[src/rtl/bst_pkg.sv]
// Shared types for the branch status table update path.
// Status encoding, queue entry layout and the 2-bit update rule.
package bst_pkg;

  typedef logic [1:0] status_t;

  localparam status_t ST_MISS = 2'b00;
  localparam status_t ST_NT   = 2'b01;
  localparam status_t ST_WT   = 2'b10;
  localparam status_t ST_ST   = 2'b11;

  typedef struct packed {
    logic [31:0] pc;
    status_t     status;
    logic [31:0] target;
  } bst_entry_t;

  function automatic status_t bst_next_status(
    input status_t s,
    input logic    taken
  );
    status_t n;
    unique case (s)
      ST_MISS: n = taken ? ST_WT : ST_MISS;
      ST_NT:   n = taken ? ST_WT : ST_NT;
      ST_WT:   n = taken ? ST_ST : ST_NT;
      default: n = taken ? ST_ST : ST_WT;
    endcase
    return n;
  endfunction

endpackage

[src/rtl/bst_update_ctrl_fifo.sv]
// In-order queue of fetch-time predictions awaiting resolution.
// Flush keeps only the popped head; a same-cycle push is dropped.
module bst_inflight_fifo
  import bst_pkg::*;
#(
  parameter int DEPTH = 4
) (
  input  logic       clk,
  input  logic       rst,
  input  logic       push,
  input  bst_entry_t push_data,
  input  logic       pop,
  input  logic       flush_younger,
  output bst_entry_t head,
  output logic       full,
  output logic       empty
);

  localparam int AW = $clog2(DEPTH);
  localparam logic [AW:0] CNT_FULL = (AW+1)'(DEPTH);

  bst_entry_t    mem [DEPTH];
  logic [AW-1:0] wr_ptr;
  logic [AW-1:0] rd_ptr;
  logic [AW:0]   cnt;
  logic          do_push;
  logic          do_pop;

  assign full    = (cnt == CNT_FULL);
  assign empty   = (cnt == '0);
  assign do_push = push & ~full;
  assign do_pop  = pop & ~empty;
  assign head    = mem[rd_ptr];

  // Entry storage; contents are don't-care while not counted.
  always_ff @(posedge clk) begin
    if (do_push)
      mem[wr_ptr] <= push_data;
  end

  // Pointer and occupancy bookkeeping.
  always_ff @(posedge clk or posedge rst) begin
    if (rst) begin
      wr_ptr <= '0;
      rd_ptr <= '0;
      cnt    <= '0;
    end else if (flush_younger) begin
      rd_ptr <= wr_ptr;
      cnt    <= '0;
    end else begin
      if (do_push)
        wr_ptr <= wr_ptr + 1'b1;
      if (do_pop)
        rd_ptr <= rd_ptr + 1'b1;
      unique case ({do_push, do_pop})
        2'b10:   cnt <= cnt + 1'b1;
        2'b01:   cnt <= cnt - 1'b1;
        default: cnt <= cnt;
      endcase
    end
  end

endmodule

[src/rtl/bst_update_ctrl.sv]
// Pairs queued predictions with resolved outcomes and drives
// one registered BST write per resolved branch.
module bst_update_ctrl
  import bst_pkg::*;
#(
  parameter int DEPTH = 4,
  parameter int CNT_W = 16
) (
  input  logic             clk,
  input  logic             rst,
  input  logic             pred_valid,
  output logic             pred_ready,
  input  logic [31:0]      pred_pc,
  input  logic [1:0]       pred_status,
  input  logic [31:0]      pred_target,
  input  logic             res_valid,
  input  logic [31:0]      res_pc,
  input  logic             res_taken,
  input  logic [31:0]      res_target,
  input  logic             res_flush,
  output logic             upd_en,
  output logic [31:0]      upd_pc,
  output logic [1:0]       upd_status,
  output logic [31:0]      upd_target,
  output logic             mispredict,
  output logic [CNT_W-1:0] mispred_cnt,
  output logic [CNT_W-1:0] err_cnt
);

  bst_entry_t  push_data;
  bst_entry_t  head;
  logic        full;
  logic        empty;
  logic        flush;
  logic        hit;
  logic        pc_ok;
  status_t     s_eff;
  logic        wr_c;
  logic        mis_c;
  logic        err_c;
  status_t     st_c;
  logic [31:0] tgt_c;

  assign push_data = '{pc: pred_pc,
                       status: pred_status,
                       target: pred_target};
  assign flush      = res_valid & res_flush;
  assign pred_ready = ~full;

  bst_inflight_fifo #(.DEPTH(DEPTH)) u_fifo (
    .clk           (clk),
    .rst           (rst),
    .push          (pred_valid),
    .push_data     (push_data),
    .pop           (res_valid),
    .flush_younger (flush),
    .head          (head),
    .full          (full),
    .empty         (empty)
  );

  // Update math: a PC mismatch is treated as a BST miss.
  always_comb begin
    hit   = res_valid & ~empty;
    pc_ok = (head.pc == res_pc);
    s_eff = pc_ok ? head.status : ST_MISS;
    st_c  = bst_next_status(s_eff, res_taken);
    tgt_c = res_taken ? res_target : head.target;
    wr_c  = hit & ((s_eff != ST_MISS) | res_taken);
    mis_c = 1'b0;
    if (hit) begin
      if (s_eff == ST_MISS)
        mis_c = res_taken;
      else
        mis_c = (s_eff[1] != res_taken) |
                (res_taken & (head.target != res_target));
    end
    err_c = res_valid & (empty | ~pc_ok);
  end

  // Registered BST write port and mispredict pulse.
  always_ff @(posedge clk or posedge rst) begin
    if (rst) begin
      upd_en     <= 1'b0;
      upd_pc     <= '0;
      upd_status <= '0;
      upd_target <= '0;
      mispredict <= 1'b0;
    end else begin
      upd_en     <= wr_c;
      mispredict <= mis_c;
      if (wr_c) begin
        upd_pc     <= res_pc;
        upd_status <= st_c;
        upd_target <= tgt_c;
      end
    end
  end

  // Saturating event counters.
  always_ff @(posedge clk or posedge rst) begin
    if (rst) begin
      mispred_cnt <= '0;
      err_cnt     <= '0;
    end else begin
      if (mis_c && mispred_cnt != '1)
        mispred_cnt <= mispred_cnt + 1'b1;
      if (err_c && err_cnt != '1)
        err_cnt <= err_cnt + 1'b1;
    end
  end

endmodule
[config.mk]
export PLATFORM = sky130hd
export DESIGN_NAME = bst_update_ctrl
export DESIGN_NICKNAME = d
export VERILOG_FILES = /design/src/rtl/bst_pkg.sv /design/src/rtl/bst_update_ctrl_fifo.sv /design/src/rtl/bst_update_ctrl.sv
export SDC_FILE = /design/constraint.sdc
export NUM_CORES = 1
export LEC_CHECK = 0
export ABC_AREA = 1
export CORE_MARGIN = 1
export CORE_UTILIZATION = 50
export DETAILED_ROUTE_END_ITERATION = 16
export PLACE_DENSITY = 0.74
export SYNTH_ARGS = -nofsm -noshare
export SYNTH_HDL_FRONTEND = slang
export SYNTH_SLANG_ARGS = --single-unit
[constraint.sdc]
create_clock -name clk -period 4 [get_ports clk]
set_clock_uncertainty 0.2 [all_clocks]
set_input_delay 0.8 -clock clk [delete_from_list [all_inputs] [get_ports clk]]
set_output_delay 0.8 -clock clk [all_outputs]
set_load 0.02 [all_outputs]
* Word-level counts from Yosys, hierarchy flattened *
Memory sizes are Yosys's and may differ from the RTL's.
Index checks and enable logic that the tools add are counted.

operators by class
  multiplexer cells = 15
  bitwise logic cells = 13
  add/sub/neg operators = 6
  equal/unequal tests = 10
  reduce and logical (&&, ||, !) cells = 8

operator list
  kind                                                                   number
  16-bit by 1-bit adder with 16-bit output, second input constant        2
  32-bit equality test                                                   1
  32-bit 2-to-1 mux                                                      1
  16-bit != test, second input constant                                  2
  32-bit != test                                                         1
  2-bit 2-to-1 mux                                                       6
  1-bit AND                                                              6
  2-bit one-hot mux with 3 select lines                                  1
  3-bit one-hot mux with 2 select lines                                  1
  1-bit 2-to-1 mux                                                       5
  2-bit by 1-bit adder with 2-bit output, second input constant          2
  2-bit by 1-bit equality test with 1-bit output, second input constant  2
  2-bit equality test, second input constant                             2
  1-bit inverter                                                         4
  2-bit nonzero test                                                     2
  3-bit by 1-bit adder with 3-bit output, second input constant          1
  3-bit equality test, second input constant                             1
  3-bit logical NOT                                                      1
  3-bit 2-to-1 mux                                                       1
  1-bit OR                                                               3
  3-bit nonzero test                                                     1
  3-bit by 1-bit subtractor with 3-bit output, second input constant     1
  1-bit logical AND                                                      2
  2-bit logical NOT                                                      1
  other kinds (2)                                                        2

word-level totals
  logic and storage cells = 63
  bits of input ports = 136
  bits in writable memories = 264
  register bits after elaboration = 107
  output and inout port bits = 101
  memories kept = 1

memory list
  name        words  bits a word  rd ports  clocked after memory_dff  write ports  RTL line                    text
  u_fifo.mem  4      66           1         0                         1            bst_update_ctrl_fifo.sv:22  bst_entry_t mem [DEPTH];

* Longest topological paths before layout *
An unclocked memory read counts as a cell.

  depth in word-level cells = 8
  depth in mapped cells = 20
  mapped depth without buffers = 17

* Hierarchy *
A second synthesis with hierarchy kept.

unflattened totals
  cell total of the unflattened synthesis = 1453
  area, all modules = 16249.3 sq um

modules (own cells, without submodules)
  module             instances  area an instance (sq um)  seq. area each (sq um)  cells an instance
  bst_inflight_fifo  1          10342.4                   8102.8                  710
  bst_update_ctrl    1          5906.9                    2502.4                  743

* Worst setup path after synthesis *
OpenSTA, ideal clock, no wires.

  path type = input -> register
  start = input pred_valid
  end = memory u_fifo.mem[0][0] in the netlist's numbering (enable)
  library setup time = 0.491 ns
  slack = -0.386 ns
  path buffers = 0
  stages = 2
  arrival = 3.696 ns
  data required time = 3.309 ns
  cell sequence = nand2_1 -> nor2_1

between the ends
  longest elaborated chain between the ends = 3

ends and longest elaborated chain
  element                                 RTL line                    text
  start: declaration                      bst_update_ctrl.sv:11       input logic pred_valid,
  1-bit AND                               bst_update_ctrl_fifo.sv:31  assign do_push = push & ~full;
  1-bit 2-to-1 mux                        bst_update_ctrl_fifo.sv:37  if (do_push)
  1-bit 2-to-1 mux (not written as such)  bst_update_ctrl_fifo.sv:38  mem[wr_ptr] <= push_data;
  end: declaration                        bst_update_ctrl_fifo.sv:22

Every way passes these cells.

* Worst setup path in the final report *
  start = register u_fifo.rd_ptr[0]
  end = register mispred_cnt[15]

between the ends
  longest elaborated chain between the ends = 8
  elaborated cells between the ends (all ways) = 11
  classes of those cells = eq/ne: 3; mux: 3; bitwise: 2; reduce/logical: 2; memory: 1

ends and longest elaborated chain
  element                   RTL line                    text
  start: declaration        bst_update_ctrl_fifo.sv:24  logic [AW-1:0] rd_ptr;
  start signal: assignment  bst_update_ctrl_fifo.sv:48  rd_ptr <= wr_ptr;
  start signal: assignment  bst_update_ctrl_fifo.sv:54  rd_ptr <= rd_ptr + 1'b1;
  memory 4 x 66 bit (*)     -
  32-bit equality test      bst_update_ctrl.sv:65       pc_ok = (head.pc == res_pc);
  2-bit 2-to-1 mux          bst_update_ctrl.sv:66       s_eff = pc_ok ? head.status : ST_MISS;
  1-bit != test             bst_update_ctrl.sv:75       mis_c = (s_eff[1] != res_taken) |
  1-bit OR                  bst_update_ctrl.sv:75
  1-bit 2-to-1 mux (*)      bst_update_ctrl.sv:72       if (s_eff == ST_MISS)
  1-bit 2-to-1 mux (*)      bst_update_ctrl.sv:71       if (hit) begin
  1-bit logical AND (*)     bst_update_ctrl.sv:106      if (mis_c && mispred_cnt != '1)
  end signal: assignment    bst_update_ctrl.sv:107      mispred_cnt <= mispred_cnt + 1'b1;
  end: declaration          bst_update_ctrl.sv:26       output logic [CNT_W-1:0] mispred_cnt,

Mark *: on every way between the ends. The rest lies on a longest branch, timed or not.
A chain may end at the register's enable or synchronous reset.

==> summary.txt <==
Critical path
  • R2R Path End: mispred_cnt[15]
  • Endpoint class of the critical path: flop
  • Critical path class: flop to flop
  • Worst r2r src: u_fifo.rd_ptr[0]
  • CP Launch Point: u_fifo.rd_ptr[0]
  • R2r worst-path depth: 17
  • Most frequent cell on the critical path: nand2_1
  • CP max stage delay: 0.51 ns
  • Slowest cell on the critical path: dfrtp_4
  • Worst path depth: 17
  • WP data arrival: 3.76 ns
  • Critical path's top delay family: simple AND/OR/NAND/NOR gates
  • Worst Setup EP: mispred_cnt[15]
  • CP cell instances: inv_6 -> buf_12 -> nand2_1 -> nand3_1 -> nand2_1 -> nand2_1 -> nand2_1 -> nor2_1 -> nand2_1 -> nor2_1 -> nand2_1 -> nor2_1 -> nand4_2 -> buf_4 -> nand3_2 -> nand2_1 -> nand2_1
  • Worst Path Buf+Inv: 3
  • CP required: 4.25 ns
  • Worst-path maximum fanout: 55
  • Crit start category: flop
  • R2R setup slack: 0.50 ns

STA
  • Max Fclk: 0.285 GHz
  • Rel. slew slack: 46.7%
  • Post-layout min period: 3.50 ns
  • Final Worst Setup Slack: 0.496 ns
  • Final setup viols: 0
  • Max Slew Vio Count: 0
  • Final Hold Vio Count: 0
  • Least-Margin Pin Slew: 0.799 ns
  • Unrepaired setup endpoints after global routing: no
  • Tcrit/Tclk final: 87.6%

Logic synthesis
  • Net Count, Synth: 1859
  • EDFF count, synth: 264
  • Synth top area share: 47.4%
  • Synthesized area: 16700 µm²
  • Register area share after synthesis: 63.5%
  • Cell variety after synth: 34
  • Yosys reg bits: 371
  • Synthesized area per cell: 9.74 µm²
  • Ys Warns: 0
  • Async S/R FF share, synth: 28.8%
  • Synth Flop Type: edfxtp_1
  • Area contributors post-synth: edfxtp_1 47%, nand2_1 17%, dfrtp_1 16%
  • Synth Instances: 1716
  • Biggest area consumer among synthesized cells: edfxtp_1

CTS
  • Hold Buf Count CTS: 0
  • Worst-Skew Late Latency: 0.53 ns
  • Clock buffer depth: 3
  • CTS Buf Count: 41
  • H-tree depth: 2
  • CTS Sinks: 371
  • CTS tree: done
  • Setup Fix Bufs, Post-CTS: 0
  • CTS root buffer: clkbuf_16
  • Gates resized, CTS repair: 0
  • Clock transition at path regs: 0.06 ns

Min path
  • Worst hold-check path type: flop to flop

Floorplan
  • Initial Utilization: 51.1%
  • Io pins: 237
  • Die Wd: 185 µm
  • Core ar.: 32700 µm²
  • Rows: 66
  • Die area: 34200 µm²
  • Die height: 185 µm

Cells and area
  • Area occupied by multi-input gates: 5410 µm²
  • Final nets: 2091
  • Commonest non-fill, non-tap cell in the layout: nand2_1
  • Register area: 10600 µm²
  • Design area: 20700 µm²
  • Fillcell total: 2611
  • Area Growth Syn to Fin: 24.1%
  • Final Non-Filler Cells: 2425
  • Most frequent cells in the layout: 753 x nand2_1, 264 x edfxtp_1, 235 x clkdlybuf4s50_1
  • Share of cells above drive strength 1: 4.90%
  • Final Core Density: 63.4%

Global routing
  • Grt total ovfl: 0
  • Vias in the first global route: 12383
  • Pin count of the biggest net entering global routing: 134
  • First-pass GRT wire length: 66200 µm
  • Initial antenna violation count: 5
  • Tot GR Track Use: 25.2%

Routing
  • First DRT Iteration DRCs: 888
  • Via-to-Cell Ratio: 5.30
  • Final WL: 42500 µm
  • DR WL/cell: 17.5 µm
  • Drt drc: 0
  • Final ANT Viol Nets: 0
  • Drt pass-1 iters: 5
  • Vias: 12849

Place
  • DP HPWL: 26800 µm
  • Placer Congestion: 0.990
  • Port Buffers: 236
  • Pre-CTS setup slack: 0.464 ns
  • Post-Place Cell Area: 19500 µm²
  • Placed cells: 2347

Power and ir drop
  • PwrDens: 705 nW/µm²
  • Max VDD drop: 0.446 mV
  • Pwr Total: 0.0146 W
  • P_leak: 8.57 nW

Job
  • Max cap viols: 0

Run status
  • Status: complete, no violations
-- cells by family (layout without fill, tap and decap cells) --
family / after synthesis / after routing / synth area share, %
and+or+nand+nor: 1082 / 1082 / 27.3
DFF: 371 / 371 / 63.5
buffers and inverters: 143 / 407 / 4.40
AOI/OAI and AO/OA: 79 / 79 / 2.53
xor gates and xnor gates: 34 / 34 / 1.78
adders and majority gates: 7 / 7 / 0.569
other: 0 / 3 / 0
-- how the worst min path moves through the flow --
| stage | from | to | slack [ns] | cells after the start |
|---|---|---|---|---|
| final | upd_status[0] | upd_status[0] | 0.28 | 2 |
| after CTS | upd_target[3] | upd_target[3] | 0.28 | 2 |
| after global placement | upd_pc[20] | upd_pc[20] | 0.26 | 2 |
| after detailed placement | upd_target[3] | upd_target[3] | 0.27 | 2 |
| after floorplan | u_fifo.wr_ptr[0] | u_fifo.rd_ptr[0] | 0.35 | 2 |
| after global routing | upd_target[3] | upd_target[3] | 0.29 | 2 |
-- metrics by stage --
stage	hold slack [ns]	setup TNS [ns]
floorplan	0.351	-102.02
global placement	0.260	0
detailed placement	0.266	0
CTS	0.281	0
global route	0.292	0
finish	0.281	0
-- Yosys cell counts, types with 2 or more instances --
master,instances
o22ai_1,2
xor2_1,24
edfxtp_1,264
nor4_1,5
clkbuf_1,18
nor2_2,2
buf_2,19
nand4_1,24
xnor2_1,10
nand3_2,2
buf_6,10
nand2_1,753
inv_1,70
nor2_1,58
nand3b_1,38
buf_4,25
o21ai_1,16
o21ai_0,51
nand3_1,186
dfrtp_1,107
nor3_1,11
a21oi_1,4
ha_1,6
-- layout make-up --
cell class	instances	share of cell area (%)
diodes	3	0.0362
flip-flops and latches	371	51.2
clock inverters	16	0.495
well taps	442	2.67
multi-input cells	1202	26.1
clock buffers	59	5.52
inverters	71	1.32
repair buffers	261	12.7
-- flip-flops by register name, summed over array words and instances (netlist names) --
| register | cells |
|---|---|
| upd_pc | 32 |
| mispredict | 1 |
| u_fifo.mem | 264 |
| u_fifo.wr_ptr | 2 |
| upd_en | 1 |
| mispred_cnt | 16 |
| err_cnt | 16 |
| u_fifo.rd_ptr | 2 |
| upd_status | 2 |
| u_fifo.cnt | 3 |
| upd_target | 32 |
-- worst min-delay path, stage by stage, from the launching register on --
cell     delay, ns
dfrtp_1       0.34
nand2_1       0.06
nand2_1       0.05
-- per-layer routing --
| layer | GRT usage, % | part of all wire, % | up-vias | routed length, µm |
|---|---|---|---|---|
| met5 | 0 | 0.099 | - | 42 |
| met4 | 9.09 | 3.0 | 6 | 1260 |
| met3 | 4.58 | 7.0 | 90 | 2960 |
| met2 | 41.3 | 48 | 429 | 20400 |
| met1 | 33.5 | 42 | 6115 | 17800 |
| li1 | - | - | 6209 | - |
-- where the power goes --
part	leakage, nW	switching (W)	total [W]	internal (W)
Sequential	3.78	0.000428	0.00555	0.00512
Combinational	4.18	0.00360	0.00556	0.00196
Clock	0.612	0.00146	0.00351	0.00205
(Power assumes the default switching activity.)
